`src/rtl/turbo_pkg.sv`:
```
// Shared constants and types for the rate-1/3 turbo encoder core.
// Tap vectors are LSB = D^0, so G0 = 1+D^2+D^3 and G1 = 1+D+D^3.
package turbo_pkg;

  localparam int DEFAULT_PERIOD     = 12;
  localparam int DEFAULT_TAIL_STEPS = 3;

  localparam logic [3:0] G0 = 4'b1101;
  localparam logic [3:0] G1 = 4'b1011;

  typedef enum logic [1:0] {
    IDLE,
    ENCODE,
    TERM,
    DONE
  } encState_t;

endpackage

```
`src/rtl/rsc_encoder.sv`:
```
// 8-state recursive systematic convolutional constituent encoder.
// x/z are combinational from the current state and input; the state advances on step_en.
module rsc_encoder
  import turbo_pkg::*;
(
  input  logic clk,
  input  logic reset,
  input  logic u,
  input  logic step_en,
  input  logic term,
  input  logic clear,
  output logic x,
  output logic z
);

  logic [2:0] s;  // s[0] is the newest delay element
  logic       fb;
  logic       uEff;
  logic       a;

  // NOTE: every signal written in this block gets a value on every path, so no latch is inferred.
  always_comb begin
    fb   = ^(G0[3:1] & s);
    // Feeding the feedback back in as the input forces a=0, draining the register to zero.
    uEff = term ? fb : u;
    a    = uEff ^ fb;
    x    = uEff;
    z    = (G1[0] & a) ^ (^(G1[3:1] & s));
  end

  // NOTE: sequential state uses non-blocking assignments so all registers update from pre-edge values.
  always_ff @(posedge clk or posedge reset) begin
    if (reset) begin
      s <= '0;
    end else if (clear) begin
      s <= '0;
    end else if (step_en) begin
      s <= {s[1:0], a};
    end
  end

endmodule

```
`src/rtl/turbo_encoder_core.sv`:
```
// Rate-1/3 turbo encoder: two RSC encoders, one-entry input holding register,
// and a period timer that emits one registered 4-bit symbol per PERIOD clocks.
module turbo_encoder_core
  import turbo_pkg::*;
#(
  parameter int PERIOD     = DEFAULT_PERIOD,
  parameter int TAIL_STEPS = DEFAULT_TAIL_STEPS
) (
  input  logic       clk,
  input  logic       reset,
  input  logic       in_x,
  input  logic       in_xi,
  input  logic       in_last,
  input  logic       load,
  output logic       in_ready,
  output logic [3:0] out,
  output logic       validOut,
  output logic       mode,
  output logic       underrun
);

  localparam int CNT_W = (PERIOD > 1) ? $clog2(PERIOD) : 1;
  localparam int TC_W  = $clog2(TAIL_STEPS + 1);

  encState_t  state;
  encState_t  stateNext;
  logic [CNT_W-1:0] cnt;
  logic [TC_W-1:0]  tailCnt;

  logic holdX;
  logic holdXi;
  logic holdLast;
  logic holdFull;

  logic boundary;
  logic accept;
  logic consume;
  logic starve;
  logic stepEn;
  logic termEn;
  logic clearEnc;

  logic x1;
  logic z1;
  logic x2;
  logic z2;

  assign boundary = (cnt == CNT_W'(PERIOD - 1));
  assign in_ready = !holdFull && (state == IDLE || state == ENCODE);
  assign accept   = load && in_ready;

  always_ff @(posedge clk or posedge reset) begin
    if (reset) begin
      state <= IDLE;
    end else begin
      state <= stateNext;
    end
  end

  always_comb begin
    stateNext = state;
    consume   = 1'b0;
    starve    = 1'b0;
    stepEn    = 1'b0;
    termEn    = 1'b0;
    clearEnc  = 1'b0;
    unique case (state)
      IDLE, ENCODE: begin
        if (boundary) begin
          if (holdFull) begin
            consume   = 1'b1;
            stepEn    = 1'b1;
            stateNext = holdLast ? TERM : ENCODE;
          end else if (state == ENCODE) begin
            starve = 1'b1;
          end
        end
      end
      TERM: begin
        if (boundary) begin
          stepEn = 1'b1;
          termEn = 1'b1;
          if (tailCnt == TC_W'(TAIL_STEPS - 1)) begin
            stateNext = DONE;
          end
        end
      end
      DONE: begin
        if (boundary) begin
          clearEnc  = 1'b1;
          stateNext = IDLE;
        end
      end
      default: stateNext = IDLE;
    endcase
  end

  // The timer parks at PERIOD-1 in IDLE so that every idle cycle is a boundary.
  always_ff @(posedge clk or posedge reset) begin
    if (reset) begin
      cnt     <= CNT_W'(PERIOD - 1);
      tailCnt <= '0;
    end else begin
      if (stateNext == IDLE) begin
        cnt <= CNT_W'(PERIOD - 1);
      end else if (state == IDLE || boundary) begin
        cnt <= '0;
      end else begin
        cnt <= cnt + 1'b1;
      end
      if (state != TERM) begin
        tailCnt <= '0;
      end else if (boundary) begin
        tailCnt <= tailCnt + 1'b1;
      end
    end
  end

  // An accept in the consuming cycle wins, leaving the entry full with the new bit.
  always_ff @(posedge clk or posedge reset) begin
    if (reset) begin
      holdX    <= 1'b0;
      holdXi   <= 1'b0;
      holdLast <= 1'b0;
      holdFull <= 1'b0;
    end else if (accept) begin
      holdX    <= in_x;
      holdXi   <= in_xi;
      holdLast <= in_last;
      holdFull <= 1'b1;
    end else if (consume) begin
      holdFull <= 1'b0;
    end
  end

  rsc_encoder u_enc1 (
    .clk     (clk),
    .reset   (reset),
    .u       (holdX),
    .step_en (stepEn),
    .term    (termEn),
    .clear   (clearEnc),
    .x       (x1),
    .z       (z1)
  );

  rsc_encoder u_enc2 (
    .clk     (clk),
    .reset   (reset),
    .u       (holdXi),
    .step_en (stepEn),
    .term    (termEn),
    .clear   (clearEnc),
    .x       (x2),
    .z       (z2)
  );

  always_ff @(posedge clk or posedge reset) begin
    if (reset) begin
      out      <= '0;
      validOut <= 1'b0;
      mode     <= 1'b0;
      underrun <= 1'b0;
    end else if (consume) begin
      out      <= {1'b0, z2, z1, x1};
      validOut <= 1'b1;
      mode     <= 1'b0;
    end else if (starve) begin
      validOut <= 1'b0;
      mode     <= 1'b0;
      underrun <= 1'b1;
    end else if (termEn) begin
      out      <= {x2, z2, z1, x1};
      validOut <= 1'b1;
      mode     <= 1'b1;
    end else if (clearEnc) begin
      validOut <= 1'b0;
      mode     <= 1'b0;
    end
  end

endmodule

```
`config.mk`:
```
export PLATFORM = sky130hd
export DESIGN_NAME = turbo_encoder_core
export DESIGN_NICKNAME = d
export VERILOG_FILES = /design/src/rtl/turbo_pkg.sv /design/src/rtl/rsc_encoder.sv /design/src/rtl/turbo_encoder_core.sv
export SDC_FILE = /design/constraint.sdc
export NUM_CORES = 1
export LEC_CHECK = 0
export CORE_AREA = 2 2 51 53
export CTS_CLUSTER_SIZE = 24
export DETAILED_ROUTE_END_ITERATION = 16
export DIE_AREA = 0 0 53 55
export PLACE_DENSITY = 0.83
export SLEW_MARGIN = 20
export SYNTH_ARGS = -nofsm -noshare
export SYNTH_HDL_FRONTEND = slang
export SYNTH_SLANG_ARGS = --single-unit
```
`constraint.sdc`:
```
create_clock -name clk -period 1.7 [get_ports clk]
set_input_delay 0.51 -clock clk [delete_from_list [all_inputs] [get_ports clk]]
set_output_delay 0.51 -clock clk [all_outputs]
set_load 0.005 [all_outputs]
```
==> impl_metrics.csv, run 1 <==
group,metric,value,unit
synth,synth_nets,117,
critical_path,worstPathRequired,1190,ps
detailed_routing,top_layer,"met4",
synth,async_reset_ff_frac,1.00,
global_routing,antenna_found_initial,0,
flow_run,cap_violations,0,
finish,drive_gt1_frac,0.221,
critical_path,critPathMaxStageDelay,420,ps
critical_path,cp-end-kind,"output pin",
power_and_ir_drop,leakage,0.682,nW
timing,setup_viol,0,
timing,fin_ws,37.8,ps
timing,period_minus_slack,1660,ps
clock_tree,cts_buffer_depth,2,
clock_tree,cts_tree,"done",
clock_tree,htree_levels,1,
critical_path,cpMaxStageDelayCell,"dfrtp_1",
finish,final_nets,140,
clock_tree,cts-hold-fix-buffers,0,
floorplan,rows,18,
synth,synth_top_flop_cell,"dfrtp_1",
clock_tree,clk_pin_slew_worst_paths,140,ps
clock_tree,clock_sinks,25,
floorplan,die_x,53,um
timing,hold_viol_final,0,
global_routing,grt.overflow.total,0,
synth,synth.top_cell.area_share,0.451,
finish,seqCellArea,629,um2
placed_design,numPortBuffers,13,
synth,synth-seq-area-share,0.515,
global_routing,grt_pass1_wl,4330,um
floorplan,die_y,55,um
floorplan,core_area,2360,um2
critical_path,crit_arrival,1150,ps
detailed_routing,wl,2610,um
power_and_ir_drop,max-vdd-ir-drop,1.15,mV
timing,slew_violations,0,
placed_design,gp_congestion,0.896,
detailed_routing,met2_length,1250,um
worst_hold_path,min_path_type,"primary input to asynchronous set/reset pin",
power_and_ir_drop,power.density,2070,nW/um2
timing,tightest_slew,490,ps
synth,netlist_instances,109,
detailed_routing,drt_first_pass_iters,4,
critical_path,path_max_fanout,2,
critical_path,reg2reg_from,"cnt[0]$_DFF_PP1_",
timing,fmax,602,MHz
detailed_routing,drc_errors,0,
placed_design,hpwlAfterDp,1840,um
timing,fin_worst_skew,6.28,ps
synth,synth.avg_cell_area,11.2,um2
critical_path,path_buf_inv,1,
critical_path,cp_top_family,"flip-flops",
detailed_routing,dr_wl_met3,183,um
synth,ys_ff_latch,25,
finish,fillCellCount,204,
detailed_routing,drt-initial-drc-count,19,
clock_tree,cts_root_buf,"clkbuf_4",
finish,fin_util,0.631,
floorplan,dieArea,2920,um2
detailed_routing,vias,959,
critical_path,critical_path_class,"flip-flop to output pin",
floorplan,ioPinCount,14,
detailed_routing,vias_per_cell,5.96,
finish,synthToLayoutAreaGrowth,22.2,%
detailed_routing,wl_per_cell,16.2,um
power_and_ir_drop,total_power,3.08,mW
global_routing,grt_max_degree,18,
floorplan,initial_core_util,0.516,
global_routing,grt.total_usage,0.210,
synth,ys_warn_count,0,
finish,fin_cells,161,
synth,netlist_top_cells_area,"dfrtp_1, dfstp_2, a22o_1, xor3_1, nand2_1",
detailed_routing,antenna_left,0,
global_routing,grt_pass1_vias,994,
synth,synth_cell_types,39,
detailed_routing,met1_length,1130,um
synth,netlist_area,1220,um2
clock_tree,cts_buffers,3,
timing,timing.final.crit_share,0.978,
critical_path,startpoint,"holdFull$_DFFE_PP0P_",
critical_path,critPathLaunchType,"flip-flop",
synth,synth_edf_count,0,
placed_design,dp.cells,155,
finish,antenna_cells,0,
synth,yosysTopAreaCell,"dfrtp_1",
finish,multi_input_area,574,um2
clock_tree,clk_latency,330,ps
timing,relSlewSlack,0.671,
placed_design,pre_cts_ws,21.2,ps
status,status,"completed",
timing,setup_tns,0,ps
critical_path,crit_chain,"nor2_2 -> clkdlybuf4s15_1",
[registers in the layout (all words and copies together), names as in the netlist]
name,count
u_enc2.s,3
out,4
holdX,1
state,2
holdXi,1
holdLast,1
holdFull,1
validOut,1
mode,1
cnt,4
u_enc1.s,3
underrun,1
tailCnt,2
[placed cells by master, fill, tap and decap left out, types with 2 or more instances in the layout]
cell type / instances
dfstp_2: 3
nand2_1: 10
xor2_1: 3
xnor2_1: 2
clkdlybuf4s50_1: 5
inv_1: 4
nor2_1: 5
xor3_1: 2
nor2b_1: 2
dfrtp_1: 22
o21ai_0: 6
buf_4: 9
a21oi_1: 5
and3_1: 2
a22o_1: 6
o31ai_1: 3
nand4b_1: 2
dlygate4sd2_1: 7
mux2_2: 3
o31ai_2: 2
a31oi_1: 2
clkbuf_4: 3
[power by group]
part           leakage, nW  internal (mW)  switching [mW]  total (mW)
Clock               0.0177         0.0884           0.188       0.276
Combinational        0.357          0.847           0.807        1.65
Sequential           0.308          0.904           0.250        1.15
Total                0.682           1.84            1.24        3.08
[per-layer routing]
layer / track usage / vias up
met2: 0.333 / 32
met1: 0.264 / 485
met4: 0.0812 / 0
met5: 0 / -
li1: - / 436
met3: 0.0753 / 6
[per-stage QoR]
step	hold slack [ps]	cell area, um2
final	446	1490
after global routing	467	1490
after CTS	446	1470
after detailed placement	456	1430
after global placement	442	1430
after floorplan	451	1220
[logic make-up after synthesis]
family                     share of synthesized area
AOI/OAI and AO/OA                              0.179
DFF                                            0.515
and+or+nand+nor                                0.137
muxes                                         0.0359
xor gates and xnor gates                      0.0748
adders and majority gates                     0.0205
buffers and inverters                         0.0369
[layout make-up]
cell class                      instances  share of cell area
Sequential cell                        25               0.422
Tap cell                               30              0.0251
Clock buffer                            3              0.0151
Inverter                                4              0.0101
Multi-Input combinational cell         75               0.385
Timing Repair Buffer                   23               0.140
Clock inverter                          1             0.00335
[cell usage after synthesis, types with 3 or more instances]
master   number
dfstp_2       3
inv_1         4
o21ai_0       6
nand2_1      10
a22o_1        6
a21oi_1       5
nor2_1        5
xor2_1        3
dfrtp_1      22
mux2_2        3
buf_2         3
o31ai_1       5
[worst register-to-register path, stage by stage (launching register included)]
cell and delay, ps:
dfstp_2 590, ha_4 170, nand3b_1 120, or3_4 420, o31ai_2 270
[final timing paths]
check                                          to  slack [ps]  cells after the start
setup reg to reg               out[1]$_DFFE_PP0P_          60                      4
min in group clk             underrun$_DFFE_PP0P_         480                      1
hold / removal             tailCnt[1]$_DFFE_PP0P_         450                      2
max in group asynchronous      out[1]$_DFFE_PP0P_         840                      3
hold reg to reg              underrun$_DFFE_PP0P_         480                      1
setup / recovery                         in_ready          40                      2
[timing repair]
item	in CTS	in global routing
gates resized for setup	9	5
gates cloned	0	0
setup endpoints to repair	10	8
setup buffers	2	0
pin swaps	1	1
Note: power is estimated with default switching activity, not from simulation.
==> run 2: changes to the inputs <==
Settings changed: RECOVER_POWER set to 50.
==> run 2 against run 1 <==
  * Sequential power barely moved
  * Via count up 0.63%
  * Register-to-register slack barely moved
  * Total power down 0.19%
  * Critical path depth did not move
  * Critical endpoint unchanged
  * Utilization shrank 0.63 points
==> impl_metrics.csv, run 2 (synthesis gave the netlist of run 1 again) <==
group,metric,value,unit
status,status,"completed",
power_and_ir_drop,total_power,3.08,mW
detailed_routing,drt-initial-drc-count,19,
clock_tree,clk_latency,330,ps
critical_path,rr_endpoint,"out[1]$_DFFE_PP0P_",
finish,final_common_cell,"dfrtp_1",
finish,antenna_cells,0,
floorplan,initial_core_util,0.516,
detailed_routing,drc_errors,0,
critical_path,critical_path_class,"flip-flop to output pin",
placed_design,pre_cts_ws,21.2,ps
timing,timing.final.crit_share,0.973,
placed_design,hpwlAfterDp,1840,um
power_and_ir_drop,power.density,2080,nW/um2
critical_path,critPathLaunchType,"flip-flop",
finish,drive_gt1_frac,0.221,
detailed_routing,antenna_left,0,
placed_design,gp_congestion,0.896,
global_routing,grt_pass1_wl,4330,um
finish,final_area,1480,um2
finish,fillCellCount,205,
critical_path,reg2reg_depth,4,
detailed_routing,vias,965,
timing,whs,482,ps
placed_design,numPortBuffers,13,
floorplan,dieArea,2920,um2
finish,layout_common_cells,"dfrtp_1, nand2_1, buf_4",
critical_path,reg2reg_from,"cnt[0]$_DFF_PP1_",
finish,synthToLayoutAreaGrowth,21.0,%
finish,fin_util,0.625,
floorplan,die_x,53,um
placed_design,dp.cells,155,
detailed_routing,wl_per_cell,16.3,um
worst_hold_path,min_path_type,"flip-flop to flip-flop",
global_routing,grt_max_degree,18,
worst_hold_path,whs_path_depth,1,
critical_path,path_max_fanout,2,
timing,setup_tns,0,ps
timing,setup_viol,0,
detailed_routing,vias_per_cell,5.99,
global_routing,antenna_found_initial,0,
power_and_ir_drop,leakage,0.677,nW
global_routing,grt.overflow.total,0,
timing,relSlewSlack,0.658,
clock_tree,cts_root_buf,"clkbuf_4",
worst_hold_path,hold_start,"underrun$_DFFE_PP0P_",
clock_tree,cts_tree,"done",
clock_tree,cts_buffers,3,
global_routing,grt_pass1_vias,994,
timing,fin_ws,45.9,ps
detailed_routing,wl,2620,um
detailed_routing,drt_first_pass_iters,4,
timing,slew_violations,0,
timing,tightest_slew,509,ps
critical_path,ff2ff_setup_slack,50,ps
critical_path,worstPathRequired,1190,ps
finish,fin_cells,161,
placed_design,place_area,1430,um2
critical_path,crit_arrival,1140,ps
power_and_ir_drop,max-vdd-ir-drop,1.15,mV
clock_tree,clk_pin_slew_worst_paths,140,ps
clock_tree,htree_levels,1,
timing,fmax,605,MHz
finish,final_nets,140,
worst_hold_path,whs_endpoint,"underrun$_DFFE_PP0P_",
critical_path,cp-end-kind,"output pin",
floorplan,rows,18,
clock_tree,cts_buffer_depth,2,
floorplan,ioPinCount,14,
flow_run,cap_violations,0,
floorplan,die_y,55,um
timing,hold_viol_final,0,
finish,reg_top3,"cnt: 4 flops, out: 4 flops",
timing,fin_worst_skew,3.72,ps
global_routing,grt.total_usage,0.210,
timing,period_minus_slack,1650,ps
clock_tree,clock_sinks,25,
floorplan,core_area,2360,um2
run 2: cell count changes in the layout (fill, tap and decap cells not counted):
cell,change
clkdlybuf4s50_1,-1
clkbuf_2,+1
buf_12,-1
dlygate4sd3_1,+1
run 2: layout make-up:
class	count	area, um2	share of cell area
multi-input combinational	75	574	0.389
sequential	25	629	0.426
timing repair buffer	23	194	0.131
clock buffer	3	22.5	0.0152
tap	30	37.5	0.0254
inverter	4	15.0	0.0102
clock inverter	1	5.00	0.00339
run 2: routing by layer:
| metal | GRT usage | share of wire | up-vias |
|---|---|---|---|
| met1 | 0.264 | 0.44 | 487 |
| met4 | 0.0812 | 0.018 | 0 |
| met3 | 0.0753 | 0.061 | 6 |
| met5 | 0 | 0 | - |
| met2 | 0.333 | 0.48 | 33 |
| li1 | - | - | 439 |
run 2: repair_timing:
item                       CTS  global route
pin swaps                    1             1
hold endpoints to repair     0             0
setup endpoints to repair   10             8
gates cloned                 0             0
setup buffers                2             0
hold buffers                 0             0
resized for setup            9             5
run 2: worst max-delay path by stage:
stage                                    start                  to  slack [ps]  cells after the start
final                     holdFull$_DFFE_PP0P_            in_ready          50                      2
after global routing          cnt[0]$_DFF_PP1_  out[1]$_DFFE_PP0P_          -1                      4
after CTS                     cnt[0]$_DFF_PP1_  out[1]$_DFFE_PP0P_          20                      4
after detailed placement      cnt[0]$_DFF_PP1_  out[0]$_DFFE_PP0P_          20                      4
after global placement        cnt[0]$_DFF_PP1_  out[0]$_DFFE_PP0P_          90                      4
after floorplan               cnt[0]$_DFF_PP1_  out[0]$_DFFE_PP0P_         130                      4
run 2: where the power goes:
| group | total [mW] | internal, mW | switching, mW |
|---|---|---|---|
| registers | 1.15 | 0.904 | 0.248 |
| clock network | 0.274 | 0.0884 | 0.185 |
| logic | 1.65 | 0.844 | 0.809 |
| total | 3.08 | 1.84 | 1.24 |
run 2: worst max-delay path, cell delays in order, from the launching register on:
cell and delay [ps]:
dfrtp_1 420, nor2_2 170, clkdlybuf4s15_1 230
==> variant: new RTL, settings of run 2 <==
Set the package constant `DEFAULT_PERIOD` to 24 (it was 12).
--- a/src/rtl/turbo_pkg.sv
+++ b/src/rtl/turbo_pkg.sv
@@ -4,3 +4,3 @@
 
-  localparam int DEFAULT_PERIOD     = 12;
+  localparam int DEFAULT_PERIOD     = 24;
   localparam int DEFAULT_TAIL_STEPS = 3;
Behaviour: same outputs for any inputs over 10 cycles, from zero or initial values and one cycle with reset high; that may be too few to reach the edited logic, so the function may still have changed.
==> variant against run 2 <==
Highest routed layer unchanged. First-iteration DRC count decreased by 21%. Critical path depth increased by 3. Setup slack improved by 0.015 ns. Area after synthesis increased by 4.2%. Design area increased by 6.9%. Routed wire length decreased by 4.6%. Sequential cell count increased by 1. Non-clock buffer count increased by 4. Total power decreased by 7.7%. Clock skew increased by 0.0025 ns.
==> variant: results (changes against run 2) <==
* Grt met3 use at 0.0161 (-0.0591)
* Drt first pass iters at 4 (unchanged)
* Commonest cells in the netlist: dfrtp_1, nand2_1, o21ai_0, nor2_1, xor2_1
* Outcome: finished clean
* Gr usage total at 0.209 (-0.00160)
* Worst VDD drop at 1.08 mV (-6.3%)
* Largest net degree at the start of global routing at 27 (+9)
* Slowest CP cell: dfstp_2
* Regs by FF count: cnt (5), out (4)
* Met1 Use GR at 0.293 (+0.0289)
* Worst EP arrival at 1.87 ns (+0.73 ns)
* Synthesized net count at 131 (+12%)
* Number of global-route vias before repair at 927 (-6.7%)
* Post-DP HPWL at 1730 um (-6.1%)
* Placed Cells at 171 (+10%)
* Final clock skew at 0.00623 ns (+0.00252 ns)
* Fillcell total at 191 (-6.8%)
* Dpl cell area at 0.00149 mm2 (+4.1%)
* Crit Path Max Fanout at 3 (+1)
* Worst slack, placed at 0.00556 ns (-0.0157 ns)
* Worst-Margin Slew at 0.642 ns (+0.133 ns)
* Layout cells sized above 1 at 0.235 (+0.0135)
* Global Route met2 Usage at 0.323 (-0.0104)
* Fin nets at 158 (+13%)
* Top post-synthesis cells by area: dfrtp_1, dfstp_2, nand2_1, o21ai_0, mux2_2
* Final core utilization at 0.668 (+0.0434)
* Placer congestion estimate at 0.790 (-12%)
* Synth cell types at 31 (-21%)
* Mean Syn Cell Area at 10.3 um2 (-7.7%)
* Leakage at 0.710 nW (+4.8%)
* Critical path's top delay family: flip-flops
* H-Tree Depth at 1 (unchanged)
* Crit-path max cell delay at 0.59 ns (+0.17 ns)
* Post-synthesis sequential area ratio at 0.515 (about the same)
* Initial DRC count at 15 (-4)
* Antenna cells at 0 (unchanged)
* Post-Layout Cell Count at 179 (+11%)
* DR WL/cell at 14.0 um (-14%)
* Via count at 1003 (+3.9%)
* First-pass GRT wire length at 4280 um (-0.97%)
[variant: cell types whose count changed after synthesis, sizes merged, moves of 3 or more]
cell / change
a22o: -4
nand2: +9
o31ai: -4
o21ai: +7
xor2: +3
[variant: power by group]
part | leakage, nW | switching [mW] | internal (mW)
registers | 0.318 | 0.223 | 0.917
clock network | 0.0150 | 0.181 | 0.0920
logic | 0.377 | 0.704 | 0.725
total | 0.710 | 1.11 | 1.73
[variant: final cells by class]
cell class	count	share of cell area
flip-flops and latches	26	0.415
repair buffers	27	0.142
inverters	4	0.00950
clock buffers	4	0.0166
well taps	30	0.0238
multi-input cells	88	0.394
[variant: worst paths after layout]
check	slack, ns	cells after the start	endpoint	from
max	0.06	5	out[1]	cnt[0]
min in group asynchronous	0.77	3	holdX	reset
max in group asynchronous	0.51	3	holdLast	reset
max reg2reg	0.06	5	out[1]	cnt[0]
min reg2reg	0.48	1	underrun	underrun
min	0.48	1	underrun	underrun
[variant: routing by layer]
metal | share of wire | wire, um
met5 | 0 | 0
met3 | 0.042 | 105
met4 | 0.023 | 57
met2 | 0.47 | 1180
met1 | 0.46 | 1160
[variant: logic make-up after synthesis]
logic type	count (synthesis)	share of synthesized area
adder cells (fa/ha/maj)	2	0.0197
AO/OA/AOI/OAI	30	0.153
multiplexers	8	0.0678
flip-flops	26	0.515
AND/OR/NAND/NOR	38	0.144
buffers and inverters	9	0.0315
XOR/XNOR	10	0.0688
[variant: timing repair]
| action | CTS | global route |
|---|---|---|
| endpoints found under the setup margin | 10 | 9 |
| resized for setup | 8 | 12 |
| setup buffers | 3 | 1 |
